==> config.mk <==
export PLATFORM = sky130hd
export DESIGN_NAME = uart_tx
export DESIGN_NICKNAME = d
export VERILOG_FILES = /design/src/rtl/uart_pkg.sv /design/src/rtl/uart_tx_serializer.sv /design/src/rtl/uart_tx.sv
export SDC_FILE = /design/constraint.sdc
export NUM_CORES = 1
export LEC_CHECK = 0
export ABC_AREA = 1
export CORE_MARGIN = 5
export CORE_UTILIZATION = 40
export CTS_CLUSTER_SIZE = 10
export DETAILED_ROUTE_END_ITERATION = 16
export PLACE_DENSITY = 0.59
export SKIP_LAST_GASP = 1
export SLEW_MARGIN = 20
export SYNTH_ARGS = -nofsm -noshare
export SYNTH_HDL_FRONTEND = slang
export SYNTH_HIERARCHICAL = 1
export SYNTH_SLANG_ARGS = --single-unit
==> constraint.sdc <==
create_clock -name clk -period 2.7 [get_ports clk]
set_input_delay 0.27 -clock clk [delete_from_list [all_inputs] [get_ports clk]]
set_output_delay 0.27 -clock clk [all_outputs]
set_load 0.02 [all_outputs]
==> src/rtl/uart_pkg.sv <==
// uart_pkg: encodings and defaults shared by the UART transmitter and receiver.
//   uart_state_e     : one-hot frame state (IDLE, START, DATA, PARITY, STOP)
//   DEF_DATA_WIDTH   : default payload width
//   DEF_PRESC_WIDTH  : default width of the prescale input and edge counter
//   PAR_EVEN/PAR_ODD : encodings of the parity-type select
package uart_pkg;

  localparam int DEF_DATA_WIDTH  = 8;
  localparam int DEF_PRESC_WIDTH = 6;

  localparam logic PAR_EVEN = 1'b0;
  localparam logic PAR_ODD  = 1'b1;

  typedef enum logic [4:0] {
    IDLE   = 5'b00001,
    START  = 5'b00010,
    DATA   = 5'b00100,
    PARITY = 5'b01000,
    STOP   = 5'b10000
  } uart_state_e;

endpackage

==> src/rtl/uart_tx_serializer.sv <==
// uart_tx_serializer: payload hold/shift register and data bit counter.
// Ports:
//   clk, rst   : clock, synchronous active-high reset
//   load       : capture load_data and restart at bit 0
//   load_data  : payload to serialise (LSB first)
//   shift      : advance to the next payload bit
//   cur_bit    : payload bit currently selected
//   nxt_bit    : payload bit that becomes current after the next shift
//   last_bit   : the current bit is the final payload bit
module uart_tx_serializer
  import uart_pkg::*;
#(
  parameter int DATA_WIDTH = DEF_DATA_WIDTH
) (
  input  logic                  clk,
  input  logic                  rst,
  input  logic                  load,
  input  logic [DATA_WIDTH-1:0] load_data,
  input  logic                  shift,
  output logic                  cur_bit,
  output logic                  nxt_bit,
  output logic                  last_bit
);

  localparam int CNT_W = (DATA_WIDTH > 1) ? $clog2(DATA_WIDTH) : 1;
  localparam logic [CNT_W-1:0] LAST_IDX = CNT_W'(DATA_WIDTH - 1);

  logic [DATA_WIDTH-1:0] shreg_q;
  logic [DATA_WIDTH-1:0] shreg_nxt;
  logic [CNT_W-1:0]      bit_cnt_q;

  assign shreg_nxt = shreg_q >> 1;
  assign cur_bit   = shreg_q[0];
  assign nxt_bit   = shreg_nxt[0];
  assign last_bit  = (bit_cnt_q == LAST_IDX);

  always_ff @(posedge clk) begin
    if (rst) begin
      shreg_q   <= '0;
      bit_cnt_q <= '0;
    end else if (load) begin
      shreg_q   <= load_data;
      bit_cnt_q <= '0;
    end else if (shift) begin
      shreg_q   <= shreg_nxt;
      bit_cnt_q <= last_bit ? '0 : bit_cnt_q + 1'b1;
    end
  end

endmodule

==> src/rtl/uart_tx.sv <==
// uart_tx: serial UART transmitter, start + DATA_WIDTH bits LSB first +
// optional parity + stop. Each serial bit lasts `prescale` clocks (0 acts as 1).
// Ports:
//   clk, rst    : clock, synchronous active-high reset
//   P_DATA      : byte to transmit, captured on accept
//   DATA_VALID  : send request, sampled only while idle
//   PAR_EN      : 1 = append parity bit
//   PAR_TYP     : 0 = even, 1 = odd parity
//   prescale    : clocks per serial bit
//   STP2_EN     : 1 = two stop bits (present only with UART_TX_TWO_STOP_EN)
//   TX_OUT      : registered serial line, idle high
//   busy        : high from the start bit through the last stop clock
// Build option: define UART_TX_TWO_STOP_EN to add the STP2_EN input.
module uart_tx
  import uart_pkg::*;
#(
  parameter int DATA_WIDTH  = DEF_DATA_WIDTH,
  parameter int PRESC_WIDTH = DEF_PRESC_WIDTH
) (
  input  logic                   clk,
  input  logic                   rst,
  input  logic [DATA_WIDTH-1:0]  P_DATA,
  input  logic                   DATA_VALID,
  input  logic                   PAR_EN,
  input  logic                   PAR_TYP,
  input  logic [PRESC_WIDTH-1:0] prescale,
`ifdef UART_TX_TWO_STOP_EN
  input  logic                   STP2_EN,
`endif
  output logic                   TX_OUT,
  output logic                   busy
);

  function automatic logic calc_parity(input logic [DATA_WIDTH-1:0] d,
                                       input logic typ);
    return (^d) ^ (typ == PAR_ODD);
  endfunction

  uart_state_e            state_q, state_d;
  logic [PRESC_WIDTH-1:0] edge_cnt_q;
  logic [PRESC_WIDTH-1:0] presc_q;
  logic [PRESC_WIDTH-1:0] edge_last;
  logic                   par_en_q;
  logic                   parity_q;
  logic                   stp2_q;
  logic                   stop2_q;
  logic                   bit_done;
  logic                   accept;
  logic                   shift;
  logic                   stop_second;
  logic                   tx_d;
  logic                   cur_bit, nxt_bit, last_bit;

  // prescale 0 is treated as 1: the last edge index saturates at 0
  assign edge_last = (presc_q == '0) ? '0 : presc_q - 1'b1;
  assign bit_done  = (edge_cnt_q == edge_last);

  uart_tx_serializer #(
    .DATA_WIDTH (DATA_WIDTH)
  ) u_ser (
    .clk       (clk),
    .rst       (rst),
    .load      (accept),
    .load_data (P_DATA),
    .shift     (shift),
    .cur_bit   (cur_bit),
    .nxt_bit   (nxt_bit),
    .last_bit  (last_bit)
  );

  always_comb begin
    state_d     = state_q;
    accept      = 1'b0;
    shift       = 1'b0;
    stop_second = 1'b0;
    case (state_q)
      IDLE: begin
        if (DATA_VALID) begin
          accept  = 1'b1;
          state_d = START;
        end
      end
      START: begin
        if (bit_done) state_d = DATA;
      end
      DATA: begin
        if (bit_done) begin
          shift = 1'b1;
          if (last_bit) state_d = par_en_q ? PARITY : STOP;
        end
      end
      PARITY: begin
        if (bit_done) state_d = STOP;
      end
      STOP: begin
        if (bit_done) begin
          if (stp2_q && !stop2_q) stop_second = 1'b1;
          else                    state_d     = IDLE;
        end
      end
      default: state_d = IDLE;
    endcase

    // line value for the cycle after this edge, decoded from the next state
    tx_d = 1'b1;
    case (state_d)
      IDLE:    tx_d = 1'b1;
      START:   tx_d = 1'b0;
      DATA:    tx_d = shift ? nxt_bit : cur_bit;
      PARITY:  tx_d = parity_q;
      STOP:    tx_d = 1'b1;
      default: tx_d = 1'b1;
    endcase
  end

  always_ff @(posedge clk) begin
    if (rst) begin
      state_q    <= IDLE;
      edge_cnt_q <= '0;
      presc_q    <= '0;
      par_en_q   <= 1'b0;
      parity_q   <= 1'b0;
      stp2_q     <= 1'b0;
      stop2_q    <= 1'b0;
      TX_OUT     <= 1'b1;
      busy       <= 1'b0;
    end else begin
      state_q <= state_d;
      TX_OUT  <= tx_d;
      busy    <= (state_d != IDLE);
      if (accept || state_d == IDLE) begin
        edge_cnt_q <= '0;
      end else if (bit_done) begin
        edge_cnt_q <= '0;
      end else begin
        edge_cnt_q <= edge_cnt_q + 1'b1;
      end
      if (accept) begin
        presc_q  <= prescale;
        par_en_q <= PAR_EN;
        parity_q <= calc_parity(P_DATA, PAR_TYP);
`ifdef UART_TX_TWO_STOP_EN
        stp2_q   <= STP2_EN;
`else
        stp2_q   <= 1'b0;
`endif
        stop2_q  <= 1'b0;
      end else if (stop_second) begin
        stop2_q  <= 1'b1;
      end
    end
  end

endmodule

==> flow_metrics.tcl <==
set metrics [dict create \
    ir_worst_vdd_mv 0.307 \
    place.gp.congestion 0.838 \
    reg2regPathDepth 15 \
    clock_latency_ns 0.28 \
    hold-worst-slack_ns 0.469 \
    root_buffer "clkbuf_8" \
    regArea_um2 641 \
    sw_frac_of_total 0.317 \
    postCtsSetupRepairBufs 0 \
    status "finished clean" \
    multi_input_area_um2 1030 \
    fin_crit_ns 2.39 \
    grt_pass1_wl_um 6600 \
    arrival_ns 2.62 \
    cp_top_family "simple AND/OR/NAND/NOR gates" \
    antennaDiodeCount 0 \
    fin_crit_sh 0.884 \
    die_area_um2 6070 \
    grt_pass1_vias 1544 \
    cp-end-kind "flop" \
    dp_hpwl_um 2970 \
    cts_made_buffers 5 \
    grt_max_degree 16 \
    setup_tns_ns 0 \
    slew_headroom 0.678 \
    p_clk_frac 0.311 \
    finalWirelength_um 3850 \
    yosysTopAreaCellShare 0.348 \
    worst-path-stages 15 \
    worstMarginPinSlew_ns 0.482 \
    clk_pin_slew_ns 0.06 \
    die_w_um 77.9 \
    drive_gt1_frac 0.151 \
    syn_area_um2 1840 \
    seqPwrFrac 0.418 \
    place_inst 330 \
    clk_path_buf_depth 2 \
    fill_cells 457 \
    synthCells 258 \
    total_power_mw 1.28 \
    worstSetupPathType "flop to flop" \
    syn_avg_cell_area_um2 7.14 \
    portBuffers 20 \
    rows 24 \
    ys_ff_latch 32 \
    num_vias 1626 \
    first_pass_iters 4 \
    drv_slew 0 \
    cts_sinks 32 \
    post_drt_wl_per_cell_um 11.4 \
    synth-seq-area-share 0.348 \
    stdcell_count 337 \
    grt_remaining_overflow 0 \
    hold_viol 0 \
    cap_violations 0 \
    area_growth_pct 19.4 \
    initial_utilization 0.418 \
    worstPathRequired_ns 2.93 \
    synth.net_count 281 \
    cp_cell_sequence "inv_2 -> ha_1 -> xor2_1 -> nand2_1 -> nand2_1 -> nand2_1 -> nand2_2 -> nor2_4 -> nand3_1 -> clkinv_1 -> nor2_2 -> nand2_1 -> nand3_1 -> nand2_1 -> inv_1" \
    drt_iter0_markers 58 \
    nets 308 \
    synthTopCellsByArea "dfxtp_1, nand2_1, nand3_1" \
    antenna_found_initial 0 \
    cts_tree "built" \
    switchingPower_uw 405 \
    worstPathMaxFanout 13 \
    synth_area_leader_cell "dfxtp_1" \
    final.setup_skew_ns 0.00280 \
    cts.repair.resized 0 \
    critPathSlowestCell "nor2_2" \
    cp-start-kind "flop" \
    combPwrFrac 0.272 \
    critPathMaxStageDelay_ns 0.39 \
    die_h_um 77.9 \
    grt_usage 0.134 \
    setup_viol 0 \
    drc 0 \
    ant_nets 0 \
    worstHoldPathType "flop to flop" \
    rsz0062_at_grt "no" \
    htree_levels 2 \
    p_per_area_nw_per_um2 580 \
    p_int_uw 871 \
    hold_depth 2 \
    crit_buf_inv 3 \
    ctsHoldBuffers 0 \
    pin_count 21 \
    crit_top_cell "nand2_1" \
    synth_warnings 6 \
    core_um2 4410 \
    yosysUniqueCellTypes 28 \
    max_freq_mhz 419 \
    p_leak_nw 0.984 \
    vias_per_cell 4.82 \
]
## metrics by stage
stage | utilization | instance area [um2] | worst slack (ns)
after CTS | 0.499 | 2200 | 0.301
after detailed placement | 0.477 | 2100 | 0.349
after global placement | 0.477 | 2100 | 0.395
after global routing | 0.499 | 2200 | 0.0931
final | 0.499 | 2200 | 0.313
after floorplan | - | 1840 | 0.818
## final timing paths
check	start	to	slack, ns
min reg2reg	u_ser/shreg_q[7]	u_ser/shreg_q[7]	0.47
min	u_ser/shreg_q[7]	u_ser/shreg_q[7]	0.47
max	presc_q[0]	u_ser/shreg_q[4]	0.31
max reg2reg	presc_q[0]	u_ser/shreg_q[4]	0.31
## power groups by stage
stage / Combinational, mW / Sequential (mW) / Clock [mW]
after global routing: 0.390 / 0.537 / 0.427
final: 0.347 / 0.533 / 0.396
after detailed placement: 0.351 / 0.543 / 0
after floorplan: 0.264 / 0.540 / 0
after global placement: 0.349 / 0.543 / 0
after CTS: 0.352 / 0.533 / 0.409
## cell usage in the layout (no fill, tap or decap), types with 2 or more instances in the layout
cell type,Yosys,final
a21oi_1,15,15
buf_4,0,3
clkbuf_8,0,7
clkdlybuf4s50_1,0,20
clkinv_1,3,3
dfxtp_1,32,32
ha_1,4,4
inv_1,29,29
inv_2,8,8
nand2_1,65,65
nand2_2,3,3
nand3_1,24,24
nand3_2,4,4
nand3_4,2,2
nand4_1,6,6
nor2_1,18,18
nor2_2,3,3
nor2_4,2,2
nor3_1,2,2
nor3_2,6,6
nor4_2,2,2
o21ai_0,6,6
o21ai_1,4,4
xnor2_1,6,6
xor2_1,7,7
## layout make-up
cell class / instances / share of cell area
clock buffers: 7 / 0.0438
inverters: 40 / 0.0682
well taps: 52 / 0.0296
repair buffers: 23 / 0.101
flip-flops and latches: 32 / 0.291
multi-input cells: 183 / 0.466
## tightest hold or removal path, cell delays in order (launching register included)
cell and delay, ns:
dfxtp_1 0.31, nand2_1 0.06, a21oi_1 0.05
## state kept, by name (all words and copies together) (netlist names)
signal	flops
TX_OUT	1
busy	1
edge_cnt_q	6
par_en_q	1
parity_q	1
presc_q	6
state_q	5
u_ser/bit_cnt_q	3
u_ser/shreg_q	8
## routing by layer
layer	wire (um)	track usage	share of wire
met2	1810	0.213	0.47
met5	0	0	0
met3	188	0.0486	0.049
met1	1800	0.165	0.47
met4	51	0.0515	0.013
## synthesized netlist by cell type, drive strengths merged
cell type	count
dfxtp	32
nor4	2
buf	2
o21ai	11
nor3b	1
clkinv	3
inv	37
a21oi	16
nor3	8
nand3	30
clkbuf	1
nor2	23
xor2	7
nand4	6
nand2	68
o211ai	1
xnor2	6
ha	4
## cells by family (layout without fill, tap and decap cells)
kind of cell	count (synthesis)	count (layout)	share of synthesized area
and+or+nand+nor	138	138	0.386
buffers and inverters	43	70	0.0957
DFF	32	32	0.348
AOI/OAI and AO/OA	28	28	0.0815
xor gates and xnor gates	13	13	0.0618
adders and majority gates	4	4	0.0272
No activity file was read; power rests on OpenSTA's default activity.
